[src/rtl/mc_ctrl_if.sv]
// Handshake and status bundle between the multicycle main controller and the
// rest of the RV32I core (IR, NPC unit, register file, instruction/data memories).
interface mc_ctrl_if #(
   parameter int CNT_W = 32
);
   logic [6:0]       opcode;
   logic             branch_taken;
   logic             imem_ack;
   logic             dmem_ack;
   logic             imem_req;
   logic             ir_write;
   logic             pc_write;
   logic [1:0]       npc_op;
   logic             dmem_req;
   logic             dmem_we;
   logic             rf_write;
   logic             illegal;
   logic [2:0]       state;
   logic [CNT_W-1:0] instret;

   // Controller side
   modport master (
      input  opcode, branch_taken, imem_ack, dmem_ack,
      output imem_req, ir_write, pc_write, npc_op, dmem_req, dmem_we,
             rf_write, illegal, state, instret
   );

   // Datapath / memory side
   modport slave (
      output opcode, branch_taken, imem_ack, dmem_ack,
      input  imem_req, ir_write, pc_write, npc_op, dmem_req, dmem_we,
             rf_write, illegal, state, instret
   );
endinterface

[src/rtl/mc_ctrl.sv]
// Multicycle main control FSM for the RV32I core: sequences FETCH, DECODE,
// EXEC, MEM and WB, drives the PC write strobe and NPC select, handshakes with
// both memories, counts retired instructions and traps on illegal opcodes.
module mc_ctrl #(
   parameter int CNT_W = 32
) (
   input  logic        clk,
   input  logic        rst,
   mc_ctrl_if.master   io_bus
);

   typedef enum logic [2:0] {
      S_FETCH  = 3'd0,
      S_DECODE = 3'd1,
      S_EXEC   = 3'd2,
      S_MEM    = 3'd3,
      S_WB     = 3'd4,
      S_TRAP   = 3'd7
   } state_t;

   localparam logic [6:0] OP_REG    = 7'b0110011;
   localparam logic [6:0] OP_IMM    = 7'b0010011;
   localparam logic [6:0] OP_LOAD   = 7'b0000011;
   localparam logic [6:0] OP_STORE  = 7'b0100011;
   localparam logic [6:0] OP_BRANCH = 7'b1100011;
   localparam logic [6:0] OP_JAL    = 7'b1101111;
   localparam logic [6:0] OP_JALR   = 7'b1100111;
   localparam logic [6:0] OP_LUI    = 7'b0110111;
   localparam logic [6:0] OP_AUIPC  = 7'b0010111;

   localparam logic [1:0] NPC_PLUS4  = 2'b00;
   localparam logic [1:0] NPC_BRANCH = 2'b01;
   localparam logic [1:0] NPC_JUMP   = 2'b10;
   localparam logic [1:0] NPC_ALU    = 2'b11;

   state_t           r_state;
   logic [6:0]       r_opcode;
   logic             r_illegal;
   logic [CNT_W-1:0] r_instret;

   state_t           w_next;
   logic             w_retire;
   logic             w_trap;
   logic             w_imem_req;
   logic             w_ir_write;
   logic             w_pc_write;
   logic [1:0]       w_npc_op;
   logic             w_dmem_req;
   logic             w_dmem_we;
   logic             w_rf_write;

   function automatic logic f_legal(input logic [6:0] op);
      case (op)
         OP_REG, OP_IMM, OP_LOAD, OP_STORE, OP_BRANCH,
         OP_JAL, OP_JALR, OP_LUI, OP_AUIPC: f_legal = 1'b1;
         default:                            f_legal = 1'b0;
      endcase
   endfunction

   // Next-state and strobe decode; strobes are combinational and forced off in reset
   always_comb begin
      w_next     = r_state;
      w_retire   = 1'b0;
      w_trap     = 1'b0;
      w_imem_req = 1'b0;
      w_ir_write = 1'b0;
      w_pc_write = 1'b0;
      w_npc_op   = NPC_PLUS4;
      w_dmem_req = 1'b0;
      w_dmem_we  = 1'b0;
      w_rf_write = 1'b0;
      case (r_state)
         S_FETCH: begin
            w_imem_req = 1'b1;
            if (io_bus.imem_ack) begin
               w_ir_write = 1'b1;
               w_pc_write = 1'b1;
               w_npc_op   = NPC_PLUS4;
               w_next     = S_DECODE;
            end
         end
         S_DECODE: begin
            if (f_legal(io_bus.opcode)) begin
               w_next = S_EXEC;
            end else begin
               w_next = S_TRAP;
               w_trap = 1'b1;
            end
         end
         S_EXEC: begin
            case (r_opcode)
               OP_BRANCH: begin
                  // PC already holds PC+4, so the NPC unit's BRANCH path subtracts 4
                  if (io_bus.branch_taken) begin
                     w_pc_write = 1'b1;
                     w_npc_op   = NPC_BRANCH;
                  end
                  w_next   = S_FETCH;
                  w_retire = 1'b1;
               end
               OP_JAL: begin
                  w_pc_write = 1'b1;
                  w_npc_op   = NPC_JUMP;
                  w_next     = S_WB;
               end
               OP_JALR: begin
                  w_pc_write = 1'b1;
                  w_npc_op   = NPC_ALU;
                  w_next     = S_WB;
               end
               OP_LOAD, OP_STORE: w_next = S_MEM;
               default:           w_next = S_WB;
            endcase
         end
         S_MEM: begin
            w_dmem_req = 1'b1;
            w_dmem_we  = (r_opcode == OP_STORE);
            if (io_bus.dmem_ack) begin
               if (r_opcode == OP_STORE) begin
                  w_next   = S_FETCH;
                  w_retire = 1'b1;
               end else begin
                  w_next = S_WB;
               end
            end
         end
         S_WB: begin
            w_rf_write = 1'b1;
            w_next     = S_FETCH;
            w_retire   = 1'b1;
         end
         S_TRAP: w_next = S_TRAP;
         default: w_next = S_FETCH;
      endcase
      if (rst) begin
         w_imem_req = 1'b0;
         w_ir_write = 1'b0;
         w_pc_write = 1'b0;
         w_npc_op   = NPC_PLUS4;
         w_dmem_req = 1'b0;
         w_dmem_we  = 1'b0;
         w_rf_write = 1'b0;
      end
   end

   // State register, opcode latch, sticky trap flag and retire counter
   always_ff @(posedge clk) begin
      if (rst) begin
         r_state   <= S_FETCH;
         r_opcode  <= 7'd0;
         r_illegal <= 1'b0;
         r_instret <= '0;
      end else begin
         r_state <= w_next;
         if (r_state == S_DECODE) r_opcode <= io_bus.opcode;
         if (w_trap) r_illegal <= 1'b1;
         if (w_retire) r_instret <= r_instret + {{(CNT_W-1){1'b0}}, 1'b1};
      end
   end

   assign io_bus.imem_req = w_imem_req;
   assign io_bus.ir_write = w_ir_write;
   assign io_bus.pc_write = w_pc_write;
   assign io_bus.npc_op   = w_npc_op;
   assign io_bus.dmem_req = w_dmem_req;
   assign io_bus.dmem_we  = w_dmem_we;
   assign io_bus.rf_write = w_rf_write;
   assign io_bus.illegal  = r_illegal;
   assign io_bus.state    = r_state;
   assign io_bus.instret  = r_instret;

endmodule

[src/flat_wrapper.sv]
// flat-port wrapper written by rule: the top's interface ports become plain ports
module mc_ctrl_flat 
#(
   parameter int CNT_W = 32
)
  (clk, rst, io_bus_opcode, io_bus_branch_taken, io_bus_imem_ack, io_bus_dmem_ack, io_bus_imem_req, io_bus_ir_write, io_bus_pc_write, io_bus_npc_op, io_bus_dmem_req, io_bus_dmem_we, io_bus_rf_write, io_bus_illegal, io_bus_state, io_bus_instret);
  mc_ctrl_if #(.CNT_W(CNT_W)) io_bus_i ();
  input  logic clk;
  input  logic rst;
  input wire logic [$bits(io_bus_i.opcode)-1:0] io_bus_opcode;
  input wire logic [$bits(io_bus_i.branch_taken)-1:0] io_bus_branch_taken;
  input wire logic [$bits(io_bus_i.imem_ack)-1:0] io_bus_imem_ack;
  input wire logic [$bits(io_bus_i.dmem_ack)-1:0] io_bus_dmem_ack;
  output wire logic [$bits(io_bus_i.imem_req)-1:0] io_bus_imem_req;
  output wire logic [$bits(io_bus_i.ir_write)-1:0] io_bus_ir_write;
  output wire logic [$bits(io_bus_i.pc_write)-1:0] io_bus_pc_write;
  output wire logic [$bits(io_bus_i.npc_op)-1:0] io_bus_npc_op;
  output wire logic [$bits(io_bus_i.dmem_req)-1:0] io_bus_dmem_req;
  output wire logic [$bits(io_bus_i.dmem_we)-1:0] io_bus_dmem_we;
  output wire logic [$bits(io_bus_i.rf_write)-1:0] io_bus_rf_write;
  output wire logic [$bits(io_bus_i.illegal)-1:0] io_bus_illegal;
  output wire logic [$bits(io_bus_i.state)-1:0] io_bus_state;
  output wire logic [$bits(io_bus_i.instret)-1:0] io_bus_instret;
  assign io_bus_i.opcode = io_bus_opcode;
  assign io_bus_i.branch_taken = io_bus_branch_taken;
  assign io_bus_i.imem_ack = io_bus_imem_ack;
  assign io_bus_i.dmem_ack = io_bus_dmem_ack;
  assign io_bus_imem_req = io_bus_i.imem_req;
  assign io_bus_ir_write = io_bus_i.ir_write;
  assign io_bus_pc_write = io_bus_i.pc_write;
  assign io_bus_npc_op = io_bus_i.npc_op;
  assign io_bus_dmem_req = io_bus_i.dmem_req;
  assign io_bus_dmem_we = io_bus_i.dmem_we;
  assign io_bus_rf_write = io_bus_i.rf_write;
  assign io_bus_illegal = io_bus_i.illegal;
  assign io_bus_state = io_bus_i.state;
  assign io_bus_instret = io_bus_i.instret;
  mc_ctrl #(.CNT_W(CNT_W)) u_core (.clk(clk), .rst(rst), .io_bus(io_bus_i));
endmodule
[config.mk]
export PLATFORM = sky130hd
export DESIGN_NAME = mc_ctrl_flat
export DESIGN_NICKNAME = d
export VERILOG_FILES = /design/src/rtl/mc_ctrl_if.sv /design/src/rtl/mc_ctrl.sv /design/src/flat_wrapper.sv
export SDC_FILE = /design/constraint.sdc
export NUM_CORES = 1
export LEC_CHECK = 0
export CAP_MARGIN = 20
export CORE_ASPECT_RATIO = 1.1
export CORE_MARGIN = 4
export CORE_UTILIZATION = 40
export CTS_CLUSTER_SIZE = 28
export DETAILED_ROUTE_END_ITERATION = 16
export PLACE_DENSITY = 0.7
export SETUP_SLACK_MARGIN = 0.2
export SLEW_MARGIN = 20
export SYNTH_ARGS = -nofsm -noshare
export SYNTH_HDL_FRONTEND = slang
export SYNTH_SLANG_ARGS = --single-unit
[constraint.sdc]
create_clock -name clk -period 1.97 [get_ports clk]
set_clock_uncertainty 0.05 [all_clocks]
set_input_delay 0.4925 -clock clk [delete_from_list [all_inputs] [get_ports clk]]
set_output_delay 0.4925 -clock clk [all_outputs]
set_load 0.005 [all_outputs]
# [After elaboration in Yosys (flattened, before gate mapping)]
# Cells that the tools add are included.
[classes] n_addsub=1 eq_ne=21 n_mux=33 n_reduce_logical=5
[ops] op="$eq 7x7->1 const B" count=6
[ops] op="$add 32x1->32 const B" count=1
[ops] op="$eq 7x6->1 const B" count=4
[ops] op="$mux 1" count=21
[ops] op="$pmux 3 s5" count=1
[ops] op="$eq 7x2->1 const B" count=2
[ops] op="$eq 7x5->1 const B" count=2
[ops] op="$mux 3" count=4
[ops] op="$reduce_or 9->1" count=1
[ops] op="$eq 3x2->1 const B" count=2
[ops] op="$eq 3x3->1 const B" count=2
[ops] op="$pmux 2 s3" count=1
[ops] op="$pmux 3 s2" count=1
[ops] op="$mux 2" count=2
[ops] op="$ne 2x2->1 const B" count=2
[ops] op="$pmux 1 s2" count=2
[ops] op="$reduce_or 2->1" count=2
[ops] op="$eq 3x1->1 const B" count=1
[ops] op="$logic_not 3->1" count=1
[ops] op="$pmux 1 s3" count=1
[ops] op="$reduce_and 2->1" count=1
[totals] ff_bits=43 input_bits=12 out_inout_bits=44 elab_cells=64

# [Depth between registers and ports, before layout]
# Gate-level depths: netlist of the first run.
[logic_depth] word_depth=6 depth_mapped=7 mapped_depth_nobuf=5

# [Least setup slack after synthesis of the first run]
# Ideal clock, no wire load.
[synth_timing] path_type="input to register" startpoint="input port io_bus_dmem_ack" endpoint="register u_core.r_instret[21], in the netlist u_core.io_bus.instret[21]" arrival_ps=1935 t_required_ps=1850 setup_slack_ps=-85 path_stages=6 n_path_buf=1 path_cell_list="nand3b_1 a2111oi_4 o211ai_2 clkbuf_1 or3_1 a21oi_1"
[synth_between] elab_chain_len=2
[synth_lines] item="start, declared" line_no="flat_wrapper.sv:13" text="input wire logic [$bits(io_bus_i.dmem_ack)-1:0] io_bus_dmem_ack;"
[synth_lines] item="$mux 1" line_no="mc_ctrl.sv:118" text="if (io_bus.dmem_ack) begin"
[synth_lines] item="$pmux 1 s3" line_no="mc_ctrl.sv:72" text="case (r_state)"
[synth_lines] item="end signal, assigned" line_no="mc_ctrl.sv:157" text="if (w_retire) r_instret <= r_instret + {{(CNT_W-1){1'b0}}, 1'b1};"
[synth_lines] item="end, declared" line_no="mc_ctrl.sv:39" text="logic [CNT_W-1:0] r_instret;"
# Every way passes these cells.
# A chain may end at the register's enable or synchronous reset.

# [Worst setup path in the final report of the first run]
[layout_timing] startpoint="register u_core.r_opcode[2]" endpoint="output port io_bus_dmem_we"
[layout_between] elab_chain_len=3
[layout_lines] item="start, declared" line_no="mc_ctrl.sv:37" text="logic [6:0] r_opcode;"
[layout_lines] item="start signal, assigned" line_no="mc_ctrl.sv:155" text="if (r_state == S_DECODE) r_opcode <= io_bus.opcode;"
[layout_lines] item="$eq 7x6->1" line_no="mc_ctrl.sv:117" text="w_dmem_we = (r_opcode == OP_STORE);"
[layout_lines] item="$mux 1" line_no="mc_ctrl.sv:72"
[layout_lines] item="$mux 1" line_no="mc_ctrl.sv:135" text="if (rst) begin"
[layout_lines] item="end, declared" line_no="flat_wrapper.sv:19" text="output wire logic [$bits(io_bus_i.dmem_we)-1:0] io_bus_dmem_we;"
# Every way passes these cells.

==> impl_metrics.toml, run 1 <==
[clocking]
clk_pin_slew_ns = 0.08
clk_path_buf_depth = 2
root_buffer = "clkbuf_8"
cts_tree = "built"
ctsHoldBuffers = 0
cts_made_buffers = 5
cts.sinks = 43
htree_levels = 2
insertion_delay_ns = 0.29

[timing]
fin_ws_ns = -0.2575
fin_crit_sh_pct = 113.1
finalSetupViolations = 33
clock.fmax_mhz = 448.9
rsz0062_at_grt = "true"
fin_crit_ns = 2.227
drv_slew = 0
hold_viol = 0
relSlewSlack_pct = 74.23
worst_pin_slew_ns = 0.3831

[run_status]
violations = "setup timing"
run_status = "finished with violations"

[logic_synthesis]
yosysSeqAreaShare_pct = 40.38
synth_cell_types = 39
yosysTopAreaCellShare_pct = 40.38
synth_ff_type = "dfxtp_1"
synth_edf_count = 0
yosysMostFrequentCell = "dfxtp_1"
ys_ff_latch = 43
yosys.area.top_type = "dfxtp_1"
synth_fp_nets = 285
synth.avg_cell_area_um2 = 7.838
async_flop_share_pct = 0
synth_area_leaders = "dfxtp_1, a21oi_1, or3_1, o21ai_0, nor2_1"
ys_warn_count = 0
syn_area_um2 = 2132
synth_commonest_cells = "dfxtp_1, a21oi_1, nor2_1"
netlist_instances = 272

[cells_and_area]
finalNonFillerCells = 450
fin_nets = 391
diodes = 0
fin_area_um2 = 3560
drive_gt1_share_pct = 37.83
syn2layout_area_growth_pct = 66.96

[die]
die_h_um = 84.57
die-area_um2 = 6563
core_area_um2 = 5101
die_w_um = 77.61
start_util_pct = 41.80
rows = 27
io_pins = 56

[placement]
gp_congestion = 0.8059
placed_area_um2 = 3037
post-dp-hpwl_um = 4073
port_buffers = 55
placed_cells = 425

[critical_path]
worstSetupStartpointType = "register"
crit_slowest_cell = "or3_1"
cp.buffers_inverters = 1
path_cells = "or2_1 > or3_1 > or2_4 > nor3_2 > buf_2"
required_ns = 1.43
critical-path-max-stage-delay_ns = 0.33
critPathKind = "register to primary output"
crit_path_max_fanout = 2
cp.depth = 5
critPathTopFamily = "simple AND/OR/NAND/NOR gates"
r2r_cells = 10
crit_arrival_ns = 1.68
critPathCaptureType = "primary output"

[global_route]
antenna_found_initial = 0
grt_start_max_net_pins = 39
grt_first_pass_wirelength_um = 10070
grt_usage_pct = 18.44
grt_pass1_vias = 2222
overflow = 0

[drt]
vias = 2353
drc = 0
drt_iter0_markers = 137
wl_per_cell_um = 14.07
antenna_left = 0
vias_per_cell = 5.229
dr.pass1.iters = 4
drt-total-wl_um = 6331

[power_and_ir_drop]
power_mw = 2.143
power_density_nw_per_um2 = 602.1
p_leak_nw = 1.265
ir_worst_vdd_v = 0.0003450

[worst_hold_path]
hold_depth = 2
hold_class = "register to register"

[job]
cap_violations = 0
==> per-layer routing <==
layer / global-route usage [%] / up-vias / part of all wire, %
li1: - / 1190 / -
met1: 23.33 / 1104 / 46
met4: 5.502 / 0 / 1.1
met3: 4.077 / 6 / 3.8
met5: 0 / - / 0
met2: 31.15 / 53 / 49
==> tightest hold or removal path, delay by kind of cell, from the launching register on <==
kind | cells | cell delay, ns
AO/OA/AOI/OAI | 1 | 0.04
flip-flops | 1 | 0.35
AND/OR/NAND/NOR | 1 | 0.06
==> kinds of logic (layout without fill, tap and decap cells) <==
group	Yosys count	count (layout)	share of synthesized area [%]
and+or+nand+nor	119	119	28.76
AOI/OAI and AO/OA	76	76	21.24
DFF	43	43	40.38
buffers and inverters	21	127	3.873
xor gates and xnor gates	8	8	3.287
muxes	4	4	1.878
adders and majority gates	1	1	0.5868
==> cells in the final DEF, fill, tap and decap left out, drive strengths merged <==
master	instances
a211o	1
nor2	29
a211oi	1
nor3b	1
o21bai	2
a21oi	33
xnor2	1
nor4	4
clkbuf	8
o21ai	27
or2	3
or3	23
a21boi	1
xor2	7
inv	7
ha	1
o31ai	1
and2	4
dlygate4sd2	6
or4	1
o32ai	1
nand4	7
clkdlybuf4s50	38
dfxtp	43
and3	1
a2111oi	1
nand2b	3
nor2b	4
o2111ai	1
o211ai	6
nor3	7
a31oi	1
bufinv	1
nand2	16
nand3	13
buf	67
nand3b	3
mux2i	4
==> report_power, final <==
group	switching [mW]	internal (mW)	leakage (nW)	total [mW]
combinational	0.239	0.299	0.847	0.538
sequential	0.0276	0.904	0.366	0.931
clock	0.302	0.372	0.0513	0.674
==> through the flow <==
stage,util [%],hold slack (ns),setup TNS [ns],setup WS [ns]
floorplan,-,0.4009,-0.3111,-0.06716
global placement,59.53,0.4104,-17.59,-0.6752
detailed placement,59.53,0.4127,-17.95,-0.6788
CTS,67.13,0.4317,-2.250,-0.3316
global route,69.78,0.4487,-6.938,-0.3523
finish,69.78,0.4226,-3.827,-0.2575
==> registers in the layout, indices dropped and copies added (netlist names) <==
| name | flops |
|---|---|
| u_core.r_opcode | 7 |
| u_core.io_bus.state | 3 |
| u_core.io_bus.instret | 32 |
| u_core.io_bus.illegal | 1 |
==> cell type report <==
type                    instances  area, um^2
repair buffers                113        1041
clock buffers                   6       72.57
inverters                       7       26.28
multi-input cells             208        1383
fillers                       420        1541
clock inverters                 1       30.03
flip-flops and latches         43       917.1
well taps                      72       90.09
==> what timing repair did <==
action                                 4_1_cts  5_1_grt
endpoints found under the hold margin        0        0
cloned                                       2        0
setup buffers                               13        3
pin swaps                                   37        9
resized for setup                          101       51
setup endpoints to repair                   58       58
==> worst paths after layout <==
path                                                             from                                endpoint  slack, ns
worst max-delay path                  u_core.r_opcode[2]$_SDFFE_PP0P_                          io_bus_dmem_we      -0.26
worst min-delay path            u_core.io_bus.instret[1]$_SDFFE_PP0P_   u_core.io_bus.instret[1]$_SDFFE_PP0P_       0.42
worst max register to register        u_core.r_opcode[4]$_SDFFE_PP0P_  u_core.io_bus.instret[25]$_SDFFE_PP0P_      -0.17
worst min register to register  u_core.io_bus.instret[1]$_SDFFE_PP0P_   u_core.io_bus.instret[1]$_SDFFE_PP0P_       0.42
Power figures use the tool's default switching activity.
==> run 2: changes to the inputs <==
Settings changed: CORE_UTILIZATION 40 to 44, PLACE_DENSITY 0.7 to 0.76.
==> impl_metrics.toml, run 2 (same netlist as run 1, synthesis figures left out) <==
[run_status]
run_status = "finished with violations"
violations = "setup timing"

[global_route]
overflow = 0
antenna_found_initial = 0
grt_start_max_net_pins = 21
grt_usage_pct = 21.70
grt_pass1_vias = 2340
grt_first_pass_wirelength_um = 10350

[drt]
drc = 0
drt_iter0_markers = 101
vias = 2612
antenna_left = 0
wl_per_cell_um = 16.80
dr.pass1.iters = 5
drt-total-wl_um = 7476
vias_per_cell = 5.870

[power_and_ir_drop]
ir_worst_vdd_v = 0.0003658
power_density_nw_per_um2 = 554.4
seq_power_share_pct = 45.8
share_comb_of_total_power_pct = 26.5
p_int_mw = 1.436
p_leak_nw = 1.364
sw_frac_of_total_pct = 29.49
switching_power_mw = 0.6005
power_mw = 2.036
pwr-share-clk_pct = 27.6

[timing]
finalSetupViolations = 32
fin_crit_ns = 2.280
fin_ws_ns = -0.3098
fin_crit_sh_pct = 115.7
relSlewSlack_pct = 69.57
hold_viol = 0
worst_pin_slew_ns = 0.4564
rsz0062_at_grt = "true"
clock.fmax_mhz = 438.6
drv_slew = 0

[placement]
gp_congestion = 0.8161
port_buffers = 55
dpl_worst_slack_ns = -0.6966
placed_cells = 412
post-dp-hpwl_um = 4226

[critical_path]
cp.buffers_inverters = 1
crit_path_max_fanout = 2
critical-path-max-stage-delay_ns = 0.38
path_cells = "or2_4 > or3_4 > or2_4 > nor3_2 > buf_2"
critPathCaptureType = "primary output"
worst_path_most_repeated_cell = "or2_4"
required_ns = 1.43
crit_arrival_ns = 1.74
critPathKind = "register to primary output"
worstSetupStartpointType = "register"
critPathTopFamily = "simple AND/OR/NAND/NOR gates"
crit_slowest_cell = "or3_4"

[clocking]
cts_made_buffers = 5
ctsHoldBuffers = 0
root_buffer = "clkbuf_8"
htree_levels = 2
clk_pin_slew_ns = 0.08
insertion_delay_ns = 0.30
cts_tree = "built"
cts.sinks = 43
clk_path_buf_depth = 2

[die]
start_util_pct = 45.83
rows = 26
die_w_um = 74.37
die_h_um = 81.01
core_area_um2 = 4652
io_pins = 56
die-area_um2 = 6024

[cells_and_area]
finalNonFillerCells = 445
drive_gt1_share_pct = 44.22
layout_commonest_cell = "buf_4"
fill_cells = 299
fin_nets = 401
final_cell_mix = "buf_4, clkdlybuf4s50_1, nor2_1"
syn2layout_area_growth_pct = 72.30
largest_reg_flops = 32
diodes = 0

[job]
cap_violations = 0

[worst_hold_path]
hold_class = "register to register"
## run 2: changes by cell type in the layout (fill, tap and decap cells not counted), moves of 4 or more
cell	delta
clkdlybuf4s50_1	-4
a21oi_2	+11
buf_4	+12
a21oi_1	-11
dfxtp_4	+4
## run 2: worst paths after layout
| kind | startpoint | endpoint | slack (ns) | cells after the start |
|---|---|---|---|---|
| worst max register to register | u_core.r_opcode[6]$_SDFFE_PP0P_ | u_core.io_bus.instret[31]$_SDFFE_PP0P_ | -0.19 | 6 |
| worst min register to register | u_core.io_bus.instret[1]$_SDFFE_PP0P_ | u_core.io_bus.instret[1]$_SDFFE_PP0P_ | 0.43 | 2 |
| worst max-delay path | u_core.r_opcode[3]$_SDFFE_PP0P_ | io_bus_dmem_we | -0.31 | 5 |
| worst min-delay path | u_core.io_bus.instret[1]$_SDFFE_PP0P_ | u_core.io_bus.instret[1]$_SDFFE_PP0P_ | 0.43 | 2 |
## run 2: worst min-delay path: cells and delay by family, from the launching register on
kind | cells | cell delay [ns]
AOI/OAI and AO/OA | 1 | 0.04
DFF | 1 | 0.35
and+or+nand+nor | 1 | 0.06
## run 2: repair_timing
item / in CTS / in global routing
endpoints found under the setup margin: 63 / 63
pin swaps: 29 / 15
resized for setup: 104 / 72
buffers inserted: 14 / 9
gates cloned: 2 / 0
## run 2: cell type report
| type | count | area (um^2) | area share [%] |
|---|---|---|---|
| Clock buffer | 6 | 72.57 | 1.975 |
| Timing Repair Buffer | 121 | 1081 | 29.43 |
| Sequential cell | 43 | 929.6 | 25.31 |
| Multi-Input combinational cell | 210 | 1481 | 40.33 |
| Tap cell | 56 | 70.07 | 1.907 |
| Clock inverter | 2 | 12.51 | 0.3406 |
| Inverter | 7 | 26.28 | 0.7153 |
## run 2: routing by layer
metal / wire [um] / GRT usage, % / share of wire (%)
met1: 2945 / 27.54 / 39
met2: 3946 / 36.64 / 53
met3: 368 / 4.332 / 4.9
met4: 215 / 6.940 / 2.9
met5: 0 / 0 / 0
## run 2: metrics by stage
stage	hold slack [ns]	cell area (um^2)	utilization, %	TNS, ns
2_1_floorplan	0.4009	2150	-	-0.3111
3_3_place_gp	0.4038	3027	65.06	-17.99
3_5_place_dp	0.4259	3027	65.06	-18.98
4_1_cts	0.4346	3372	72.49	-1.920
5_1_grt	0.4433	3674	78.97	-6.208
6_report	0.4295	3674	78.97	-3.544
## run 2: power groups by stage
stage / logic [mW] / registers, mW / clock network, mW
5_1_grt: 0.575 / 0.938 / 0.613
2_1_floorplan: 0.188 / 0.948 / 0
6_report: 0.541 / 0.933 / 0.563
3_5_place_dp: 0.375 / 0.960 / 0
3_3_place_gp: 0.371 / 0.958 / 0
4_1_cts: 0.466 / 0.938 / 0.572
==> run 3: changes to the inputs <==
Settings changed: CTS_CLUSTER_DIAMETER from default to 50, RECOVER_POWER from default to 100.
==> impl_metrics.toml, run 3 (same netlist as run 1, synthesis figures left out) <==
[global_route]
overflow = 0
grt_usage_pct = 21.70
grt_start_max_net_pins = 21
grt_first_pass_wirelength_um = 10350
antenna_found_initial = 0
grt_pass1_vias = 2340

[power_and_ir_drop]
p_int_mw = 1.426
power_density_nw_per_um2 = 557.9
switching_power_mw = 0.6035
power_mw = 2.029
share_comb_of_total_power_pct = 26.1
ir_worst_vdd_v = 0.0003650
seq_power_share_pct = 46.0
pwr-share-clk_pct = 27.9
sw_frac_of_total_pct = 29.74
p_leak_nw = 1.351

[die]
io_pins = 56
die_w_um = 74.37
die_h_um = 81.01
die-area_um2 = 6024
core_area_um2 = 4652
rows = 26
start_util_pct = 45.83

[cells_and_area]
syn2layout_area_growth_pct = 70.60
final_core_util_pct = 78.19
drive_gt1_share_pct = 40.36
fin_nets = 401
finalNonFillerCells = 445
fin_area_um2 = 3637
largest_reg_flops = 32
final_cell_mix = "buf_4, clkdlybuf4s50_1, nor2_1"
layout_commonest_cell = "buf_4"
diodes = 0

[worst_hold_path]
hp-start = "u_core.io_bus.illegal$_SDFFE_PP0P_"
hold_depth = 2
hold_end = "u_core.io_bus.illegal$_SDFFE_PP0P_"
hold_class = "register to register"

[critical_path]
rrSetupSlack_ns = -0.21
required_ns = 1.43
crit_path_max_fanout = 2
path_cells = "or2_4 > or3_4 > or2_4 > nor3_2 > buf_2"
crit_slowest_cell = "or3_4"
crit_arrival_ns = 1.73
r2r_start = "u_core.io_bus.state[2]$_SDFFE_PP0P_"
r2r_cells = 6
critPathCaptureType = "primary output"
critPathKind = "register to primary output"
worstSetupStartpointType = "register"
r2r_end = "u_core.io_bus.instret[31]$_SDFFE_PP0P_"
critical-path-max-stage-delay_ns = 0.38
worst_path_most_repeated_cell = "or2_4"

[drt]
vias_per_cell = 5.813
wl_per_cell_um = 16.82
drt-total-wl_um = 7485
drc = 0
vias = 2587
antenna_left = 0
dr.pass1.iters = 5
drt_iter0_markers = 122

[clocking]
ctsHoldBuffers = 0
root_buffer = "clkbuf_8"
cts_made_buffers = 5
cts.sinks = 43
clk_path_buf_depth = 2
cts_tree = "built"
htree_levels = 2
insertion_delay_ns = 0.30
clk_pin_slew_ns = 0.08

[placement]
port_buffers = 55
placed_area_um2 = 3027
gp_congestion = 0.8161
post-dp-hpwl_um = 4226
placed_cells = 412

[timing]
clock.fmax_mhz = 439.4
hold_viol = 0
fin_ws_ns = -0.3056
drv_slew = 0
fin_crit_sh_pct = 115.5
relSlewSlack_pct = 69.62
finalSetupViolations = 37
fin_crit_ns = 2.276
rsz0062_at_grt = "true"
worst_pin_slew_ns = 0.4557

[job]
cap_violations = 0

[run_status]
run_status = "finished with violations"
violations = "setup timing"
## run 3: worst max path at each step
stage	start	to	slack, ns	cells after the start
after floorplan	io_bus_dmem_ack	u_core.io_bus.instret[10]$_SDFFE_PP0P_	-0.07	6
after global placement	rst	io_bus_npc_op[0]	-0.64	5
after detailed placement	rst	io_bus_npc_op[0]	-0.70	5
after CTS	u_core.r_opcode[2]$_SDFFE_PP0P_	io_bus_dmem_we	-0.29	5
after global routing	u_core.r_opcode[4]$_SDFFE_PP0P_	io_bus_pc_write	-0.38	7
final	u_core.r_opcode[3]$_SDFFE_PP0P_	io_bus_dmem_we	-0.31	5
## run 3: final cells by class
class / instances / area (um^2)
Multi-Input combinational cell: 210 / 1475
Tap cell: 56 / 70.07
Sequential cell: 43 / 909.6
Inverter: 7 / 26.28
Clock inverter: 2 / 12.51
Clock buffer: 6 / 72.57
Timing Repair Buffer: 121 / 1071
Fill cell: 313 / 1015
## run 3: routing by layer
| layer | up-vias | routed length, um | GRT usage [%] |
|---|---|---|---|
| met5 | - | 0 | 0 |
| met4 | 0 | 210 | 6.940 |
| met3 | 24 | 377 | 4.332 |
| met2 | 109 | 3941 | 36.64 |
| met1 | 1240 | 2956 | 27.54 |
| li1 | 1214 | - | - |
## run 3: timing repair
item / in CTS / in global routing
gates resized for setup: 104 / 72
buffers inserted: 14 / 9
setup endpoints to repair: 63 / 63
cloned: 2 / 0
pin swaps: 29 / 15
## run 3: critical path: cells and delay by family (launching register included)
family | cells | cell delay [ns]
AND/OR/NAND/NOR | 4 | 0.98
flip-flops | 1 | 0.33
buffers and inverters | 1 | 0.13
## run 3: power groups by stage
stage,Sequential (mW),Clock (mW),Combinational (mW)
2_1_floorplan,0.948,0,0.188
3_5_place_dp,0.960,0,0.375
6_report,0.933,0.566,0.530
3_3_place_gp,0.958,0,0.371
5_1_grt,0.937,0.613,0.563
4_1_cts,0.938,0.572,0.466
## run 3: per-stage QoR
stage          hold WS [ns]  setup slack [ns]  TNS (ns)
2_1_floorplan        0.4009          -0.06716   -0.3111
3_3_place_gp         0.4038           -0.6414    -17.99
3_5_place_dp         0.4259           -0.6966    -18.98
4_1_cts              0.4346           -0.2874    -1.920
5_1_grt              0.4433           -0.3833    -8.471
6_report             0.4258           -0.3056    -4.483
